### src/rtl/m_spi_pkg.sv
// Shared definitions for the SPI frame scheduler: FSM encoding, SPI mode and
// default frame geometry.
package m_spi_pkg;

  typedef enum logic [2:0] {
    IDLE,
    SETUP,
    XFER,
    HOLD,
    GAP
  } state_t;

  // Mode 0: CPOL=0 (sck idles low), CPHA=0 (sample on the rising edge).
  localparam int   SPI_MODE = 0;
  localparam logic SCK_IDLE = 1'b0;

  localparam int DEF_WORD    = 8;
  localparam int DEF_CLK_DIV = 4;

endpackage

### src/rtl/m_spi_sched_rr_arbiter.sv
// Round-robin arbiter: grants the first requester at or after the one-hot
// pointer, wrapping around.
module m_rr_arbiter #(
  parameter int N = 2
) (
  input  logic [N-1:0] req,
  input  logic [N-1:0] pointer,
  output logic [N-1:0] winner,
  output logic         any
);

  // Walk the request vector twice so the scan can wrap past the top bit.
  always_comb begin
    logic seen;
    int   i;
    winner = '0;
    seen   = 1'b0;
    i      = 0;
    for (int k = 0; k < 2 * N; k++) begin
      i = (k < N) ? k : k - N;
      if (pointer[i]) seen = 1'b1;
      if (seen && req[i] && (winner == '0)) winner[i] = 1'b1;
    end
  end

  assign any = |req;

endmodule

### src/rtl/m_spi_sched.sv
// SPI master frame scheduler: round-robin grant among requesters, then one
// mode-0 frame (MSB first) per grant with a guaranteed ss_n gap between frames.
module m_spi_sched
  import m_spi_pkg::*;
#(
  parameter int N_REQ   = 2,
  parameter int WORD    = DEF_WORD,
  parameter int CLK_DIV = DEF_CLK_DIV,
  parameter int SS_GAP  = 2
) (
  input  logic                  clk,
  input  logic                  reset,
  input  logic [N_REQ-1:0]      req,
  input  logic [N_REQ*WORD-1:0] wdata,
  input  logic                  sleep,
  input  logic                  miso,
  output logic [N_REQ-1:0]      gnt,
  output logic [N_REQ-1:0]      done,
  output logic [WORD-1:0]       rdata,
  output logic                  busy,
  output logic                  ss_n,
  output logic                  sck,
  output logic                  mosi
);

  localparam int CNT_MAX = (CLK_DIV > SS_GAP) ? CLK_DIV : SS_GAP;
  localparam int CW      = $clog2(CNT_MAX + 1);
  localparam int HW      = $clog2(2 * WORD + 1);

  localparam logic [CW-1:0] DIV_LAST    = CW'(CLK_DIV - 1);
  localparam logic [CW-1:0] GAP_LAST    = CW'(SS_GAP - 1);
  localparam logic [HW-1:0] H_LAST_FALL = HW'(2 * WORD - 1);
  localparam logic [HW-1:0] H_END       = HW'(2 * WORD);

  state_t            state_reg;
  logic [CW-1:0]     cnt_reg;
  logic [HW-1:0]     hcnt_reg;
  logic [N_REQ-1:0]  ptr_reg;
  logic [N_REQ-1:0]  owner_reg;
  logic [WORD-1:0]   tx_reg;
  logic [WORD-1:0]   rx_reg;
  logic [N_REQ-1:0]  gnt_reg;
  logic [N_REQ-1:0]  done_reg;
  logic [WORD-1:0]   rdata_reg;
  logic              busy_reg;
  logic              ss_n_reg;
  logic              sck_reg;
  logic              mosi_reg;

  logic [N_REQ-1:0]  winner;
  logic              any_req;
  logic [WORD-1:0]   wsel;
  logic              tick;

  m_rr_arbiter #(.N(N_REQ)) u_arb (
    .req     (req),
    .pointer (ptr_reg),
    .winner  (winner),
    .any     (any_req)
  );

  always_comb begin
    wsel = '0;
    for (int i = 0; i < N_REQ; i++) begin
      if (winner[i]) wsel = wsel | wdata[i*WORD +: WORD];
    end
  end

  assign tick = (cnt_reg == DIV_LAST);

  always_ff @(posedge clk or negedge reset) begin
    if (!reset) begin
      state_reg <= IDLE;
      cnt_reg   <= '0;
      hcnt_reg  <= '0;
      ptr_reg   <= N_REQ'(1);
      owner_reg <= '0;
      tx_reg    <= '0;
      rx_reg    <= '0;
      gnt_reg   <= '0;
      done_reg  <= '0;
      rdata_reg <= '0;
      busy_reg  <= 1'b0;
      ss_n_reg  <= 1'b1;
      sck_reg   <= SCK_IDLE;
      mosi_reg  <= 1'b0;
    end else begin
      gnt_reg  <= '0;
      done_reg <= '0;
      case (state_reg)
        IDLE: begin
          if (any_req && !sleep) begin
            gnt_reg   <= winner;
            owner_reg <= winner;
            ptr_reg   <= {winner[N_REQ-2:0], winner[N_REQ-1]};
            tx_reg    <= wsel;
            mosi_reg  <= wsel[WORD-1];
            ss_n_reg  <= 1'b0;
            busy_reg  <= 1'b1;
            cnt_reg   <= '0;
            state_reg <= SETUP;
          end
        end
        SETUP: begin
          if (tick) begin
            cnt_reg   <= '0;
            sck_reg   <= ~SCK_IDLE;
            rx_reg    <= {rx_reg[WORD-2:0], miso};
            hcnt_reg  <= HW'(1);
            state_reg <= XFER;
          end else begin
            cnt_reg <= cnt_reg + 1'b1;
          end
        end
        XFER: begin
          // hcnt counts sck toggles; after the last fall one more low half-period runs.
          if (tick) begin
            cnt_reg <= '0;
            if (hcnt_reg == H_END) begin
              state_reg <= HOLD;
            end else begin
              hcnt_reg <= hcnt_reg + 1'b1;
              if (sck_reg != SCK_IDLE) begin
                sck_reg <= SCK_IDLE;
                if (hcnt_reg != H_LAST_FALL) begin
                  tx_reg   <= tx_reg << 1;
                  mosi_reg <= tx_reg[WORD-2];
                end
              end else begin
                sck_reg <= ~SCK_IDLE;
                rx_reg  <= {rx_reg[WORD-2:0], miso};
              end
            end
          end else begin
            cnt_reg <= cnt_reg + 1'b1;
          end
        end
        HOLD: begin
          if (tick) begin
            cnt_reg   <= '0;
            ss_n_reg  <= 1'b1;
            done_reg  <= owner_reg;
            rdata_reg <= rx_reg;
            state_reg <= GAP;
          end else begin
            cnt_reg <= cnt_reg + 1'b1;
          end
        end
        GAP: begin
          if (cnt_reg == GAP_LAST) begin
            cnt_reg   <= '0;
            busy_reg  <= 1'b0;
            state_reg <= IDLE;
          end else begin
            cnt_reg <= cnt_reg + 1'b1;
          end
        end
        default: state_reg <= IDLE;
      endcase
    end
  end

  assign gnt   = gnt_reg;
  assign done  = done_reg;
  assign rdata = rdata_reg;
  assign busy  = busy_reg;
  assign ss_n  = ss_n_reg;
  assign sck   = sck_reg;
  assign mosi  = mosi_reg;

endmodule
### config.mk
export PLATFORM = sky130hd
export DESIGN_NAME = m_spi_sched
export DESIGN_NICKNAME = d
export VERILOG_FILES = /design/src/rtl/m_spi_pkg.sv /design/src/rtl/m_spi_sched_rr_arbiter.sv /design/src/rtl/m_spi_sched.sv
export SDC_FILE = /design/constraint.sdc
export NUM_CORES = 1
export LEC_CHECK = 0
export ABC_CLOCK_PERIOD_IN_PS = 2000
export BUFFER_PORTS_ARGS = -buffer_cell sky130_fd_sc_hd__buf_2
export CORE_MARGIN = 1
export CORE_UTILIZATION = 50
export CTS_BUF_LIST = sky130_fd_sc_hd__clkbuf_8 sky130_fd_sc_hd__clkbuf_16
export CTS_CLUSTER_DIAMETER = 150
export DETAILED_ROUTE_END_ITERATION = 12
export PLACE_DENSITY = 0.83
export SLEW_MARGIN = 20
export SYNTH_ARGS = -nofsm -noshare
export SYNTH_HDL_FRONTEND = slang
export SYNTH_HIERARCHICAL = 1
export SYNTH_SLANG_ARGS = --single-unit
### constraint.sdc
create_clock -name clk -period 2 [get_ports clk]
set_input_delay 0.3 -clock clk [delete_from_list [all_inputs] [get_ports clk]]
set_output_delay 0.3 -clock clk [all_outputs]
set_load 0.005 [all_outputs]
Word-level counts from Yosys, hierarchy flattened
Cells that the tools add are included.
{"block": "totals", "regBits": 46, "inputBits": 22}
{"block": "classes", "n_addsub": 2, "n_eq_ne": 18, "mux": 56, "n_bitwise": 2, "n_reduce_logical": 28}
{"cell": "two-way mux 8 bit", "count": 6}
{"cell": "two-way mux 7 bit", "count": 5}
{"cell": "two-way mux 3 bit", "count": 9}
{"cell": "two-way mux 1 bit", "count": 20}
{"cell": "!= test 2 bit, second input constant", "count": 10}
{"cell": "case mux 8 bit (2 select lines)", "count": 1}
{"cell": "two-way mux 5 bit", "count": 3}
{"cell": "case mux 3 bit (5 select lines)", "count": 1}
{"cell": "case mux 7 bit (2 select lines)", "count": 1}
{"cell": "AND reduction 6 bit", "count": 2}
{"cell": "case mux 5 bit (2 select lines)", "count": 1}
{"cell": "== test 3 x 2 -> 1 bit, second input constant", "count": 3}
{"cell": "case mux 3 bit (3 select lines)", "count": 1}
{"cell": "logical AND 1 bit", "count": 8}
{"cell": "two-way mux 2 bit", "count": 4}
{"cell": "OR 8 bit", "count": 1}
{"cell": "case mux 1 bit (2 select lines)", "count": 4}
{"cell": "nonzero test 2 bit", "count": 4}
{"cell": "== test 3 x 1 -> 1 bit, second input constant", "count": 2}
{"cell": "AND reduction 2 bit", "count": 3}
{"cell": "AND reduction 3 bit", "count": 2}
{"cell": "adder 5 x 1 -> 5 bit, second input constant", "count": 1}
{"cell": "== test 5 bit, second input constant", "count": 1}
{"cell": "!= test 5 x 4 -> 1 bit, second input constant", "count": 1}
{"cell": "11 further kinds", "count": 12}

Logic depth before layout (Yosys ltp)
{"block": "depth", "ltp_word": 15, "depth_mapped": 8, "depth_no_buf": 7}

Hierarchy
The synthesis kept the hierarchy.
{"mod": "m_spi_sched", "n_inst": 1, "cells_each": 198, "area_per_inst_um2": 2183.3, "seq_area_each_um2": 1128.6}
{"mod": "m_rr_arbiter", "n_inst": 1, "cells_each": 6, "area_per_inst_um2": 40.0, "seq_area_each_um2": 0.0}

Least setup slack after synthesis
Ideal clock, no wire load.
{"block": "synth_path", "path_type": "register -> register", "from": "register hcnt_reg[0]", "to": "register tx_reg[0]", "setup_ns": 0.128, "arrival_time_ns": 1.714, "path_slack_ns": 0.159, "path_stages_with_launch": 9, "cell_sequence": "dfrtp_1 > ha_1 > and3_1 > ha_1 > nor2b_1 > o21ai_1 > a21o_1 > buf_2 > mux2_1"}
{"block": "synth_between", "elab_chain_len": 3, "elab_cells_between_ends": 5, "classes_between": "eq/ne: 4; reduce/logical: 1"}
{"element": "start, declared", "line": "m_spi_sched.sv:37", "source": "logic [HW-1:0] hcnt_reg;"}
{"element": "start signal, assigned", "line": "m_spi_sched.sv:122", "source": "hcnt_reg <= hcnt_reg + 1'b1;"}
{"element": "!= test 5 x 4 -> 1 bit or == test 5 bit (tied branches)", "line": "m_spi_sched.sv:125, m_spi_sched.sv:119"}
{"element": "!= test 2 bit (no source line)"}
{"element": "AND reduction 6 bit (no source line) *"}
{"element": "end signal, assigned", "line": "m_spi_sched.sv:96", "source": "tx_reg <= wsel;"}
{"element": "end signal, assigned", "line": "m_spi_sched.sv:126", "source": "tx_reg <= tx_reg << 1;"}
{"element": "end, declared", "line": "m_spi_sched.sv:40", "source": "logic [WORD-1:0] tx_reg;"}
Every way passes the cells marked *; elsewhere a longest branch is shown, timed or not.
A chain may end at the register's enable or synchronous reset.

Final worst setup path
{"block": "layout_path", "from": "register hcnt_reg[1]", "to": "register rx_reg[3]"}
{"block": "layout_between", "elab_chain_len": 3}
{"element": "== test 5 bit", "line": "m_spi_sched.sv:119", "source": "if (hcnt_reg == H_END) begin"}
{"element": "!= test 2 bit (no source line)"}
{"element": "AND reduction 5 bit (no source line)"}
{"element": "end signal, assigned", "line": "m_spi_sched.sv:108", "source": "rx_reg <= {rx_reg[WORD-2:0], miso};"}
{"element": "end signal, assigned", "line": "m_spi_sched.sv:131", "source": "rx_reg <= {rx_reg[WORD-2:0], miso};"}
{"element": "end, declared", "line": "m_spi_sched.sv:41", "source": "logic [WORD-1:0] rx_reg;"}
No other way between the ends.

==> flow_metrics.env <==
export IMPL_crit_chain="inv_1 -> ha_1 -> and4bb_1 -> nor4b_2 -> o21a_2 -> mux2_1"
export IMPL_final_max_slew_violation_count=0
export IMPL_critPathCaptureType="flip-flop"
export IMPL_synth_area_um2=2220
export IMPL_std_cell_rows=23
export IMPL_timing_critical_path_from="hcnt_reg[1]"
export IMPL_hold_viol=0
export IMPL_fin_nets=277
export IMPL_via_per_inst=5.56
export IMPL_io_pins=38
export IMPL_yosys_area_top_type="dfrtp_1"
export IMPL_drive_gt1_share_pct=31.5
export IMPL_relSlewSlack_pct=50.9
export IMPL_syn_area_per_cell_um2=10.9
export IMPL_antenna_cells=0
export IMPL_fin_skew_ns=0.00752
export IMPL_yosysMostFrequentCell="dfrtp_1"
export IMPL_wire_per_inst_um=15.5
export IMPL_rsz0062_at_grt="true"
export IMPL_tightest_slew_ns=0.735
export IMPL_cts_buffers_inserted=5
export IMPL_grt_pass1_wl_mm=7.58
export IMPL_area_growth_pct=17.4
export IMPL_clock_power_share_pct=16.6
export IMPL_yosys_most_used_dff="dfrtp_1"
export IMPL_grt_max_degree=46
export IMPL_ys_ff_latch=45
export IMPL_num_vias=1656
export IMPL_setup_violations=0
export IMPL_syn_nets=234
export IMPL_antenna_left=0
export IMPL_p_seq_share_pct=43.8
export IMPL_seq_area_frac_synth_pct=50.8
export IMPL_die_y_um=68.7
export IMPL_timing_rr_start="hcnt_reg[1]"
export IMPL_cts_tree="built"
export IMPL_utilization_pct=63.0
export IMPL_power_total_uw=3280
export IMPL_clk_latency_ns=0.30
export IMPL_slowest_stage="dfrtp_1"
export IMPL_rrSetupSlack_ns=0.10
export IMPL_ir_drop_v=0.000694
export IMPL_die_area_um2=4720
export IMPL_fin_area_um2=2610
export IMPL_cp_start_kind="flip-flop"
export IMPL_die_width_um=68.7
export IMPL_fin_crit_ns=1.90
export IMPL_gp_congestion=0.784
export IMPL_combPwrFrac_pct=39.5
export IMPL_crit_path_max_fanout=8
export IMPL_synth_edff_count=0
export IMPL_critPathKind="flip-flop to flip-flop"
export IMPL_cts_root_buf="clkbuf_8"
export IMPL_synthTopCellsByCount="dfrtp_1 (43), nor2_1 (17), nand2_1 (16)"
export IMPL_max_freq_mhz=527
export IMPL_cts_clk_slew_worst_paths_ns=0.08
export IMPL_cts_max_path_buffers=2
export IMPL_critical_path_required_ns=2.18
export IMPL_cts_htree_levels=2
export IMPL_antenna_found_initial=0
export IMPL_worstPathArrival_ns=2.08
export IMPL_syn_inst=204
export IMPL_placed_area_um2=2490
export IMPL_p_sw_uw=1210
export IMPL_p_leak_uw=0.00133
export IMPL_p_int_uw=2070
export IMPL_grt_pass1_vias=1623
export IMPL_hp_class="primary input to asynchronous set/reset pin"
export IMPL_ys_top_cells_by_area="dfrtp_1 (48%), mux2_2 (7.1%), mux2_1 (5.1%), ha_1 (4.5%), nor2_1 (2.9%)"
export IMPL_slowest_delay_ns=0.40
export IMPL_port_buffers=37
export IMPL_dr_pass1_iters=4
export IMPL_sw_frac_of_total_pct=36.8
export IMPL_design_core_area_um2=4140
export IMPL_numClockSinks=45
export IMPL_drc=0
export IMPL_synth_async_reset_ratio_pct=100
export IMPL_grt_usage_pct=22.8
export IMPL_dr_first_iter_drc_count=70
export IMPL_min_period_over_period_pct=94.9
export IMPL_yosysWarnings=6
export IMPL_powerDensity_nw_per_um2=1260
export IMPL_maxCapViolCount=0
export IMPL_outcome="finished, final reports clean"
export IMPL_wl_mm=4.62
export IMPL_grt_overflow_total=0
export IMPL_start_util_pct=53.7
export IMPL_dpl_hpwl_mm=3.22
export IMPL_synth_cell_type_count=43
export IMPL_netlist_area_leader_share_pct=48.4
[final cells by class]
class / count / area, µm²
Inverter: 9 / 33.8
Multi-Input combinational cell: 138 / 1020
Fill cell: 349 / 1530
Tap cell: 50 / 62.6
Clock buffer: 5 / 68.8
Sequential cell: 45 / 1130
Timing Repair Buffer: 48 / 280
Clock inverter: 3 / 15.0
[cell usage in the layout (no fill, tap or decap), drive strengths merged, types with 4 or more instances in the layout]
cell type	instances
nor3b	4
dfrtp	43
a221oi	6
nor2b	6
o21ai	10
nor3	4
ha	8
nor2	17
nand3	6
buf	48
clkbuf	5
mux2	24
inv	11
nand2	16
[repair_timing]
action,in CTS,in global routing
endpoints found under the setup margin,9,27
hold endpoints to repair,0,0
hold buffers,0,0
pin swaps,0,1
buffers inserted,0,2
resized for setup,2,3
[per-stage QoR]
step	worst slack (ns)	std cells	hold slack, ns	setup TNS (ns)
after floorplan	0.159	204	0.00441	0
after global routing	0.00290	298	0.125	0
after global placement	0.0896	288	0.407	0
after detailed placement	-0.0195	288	0.412	-0.0517
after CTS	0.0115	296	0.0835	0
final	0.103	298	0.0592	0
[cell families (layout without fill, tap and decap cells)]
group,count (synthesis),count (layout),synth area share [%]
AOI/OAI and AO/OA,34,34,10.6
xor gates and xnor gates,2,2,0.788
DFF,45,45,50.8
buffers and inverters,21,65,4.05
and+or+nand+nor,69,69,16.7
muxes,25,25,12.6
adders and majority gates,8,8,4.50
[layer usage]
metal	routed length [µm]	vias to the layer above	global-route usage, %
li1	-	801	-
met1	2050	802	30.1
met2	2300	41	35.5
met3	158	12	4.77
met4	114	0	11.5
met5	0	-	0
[power groups by stage]
stage | sequential (µW) | clock (µW) | combinational, µW
floorplan | 1360 | 0 | 920
global placement | 1430 | 0 | 1180
detailed placement | 1450 | 0 | 1250
CTS | 1430 | 556 | 1270
global route | 1470 | 605 | 1470
finish | 1440 | 546 | 1300
[worst max-delay path, delay by kind of cell, from the launching register on]
family	cells	cell delay, ns
multiplexers	1	0.35
AND/OR/NAND/NOR	2	0.46
AO/OA/AOI/OAI	1	0.31
flip-flops	1	0.40
buffers and inverters	1	0.06
adder cells (fa/ha/maj)	1	0.19
[worst paths after layout]
check / depth (start not counted) / endpoint
worst max-delay path: 6 / rx_reg[3]
worst min-delay path: 2 / done[0]
worst max register to register: 6 / rx_reg[3]
worst min register to register: 2 / busy
max in group asynchronous: 2 / ptr_reg[0]
min in group clk: 2 / rx_reg[0]
Note: power is estimated with default switching activity, not from simulation.
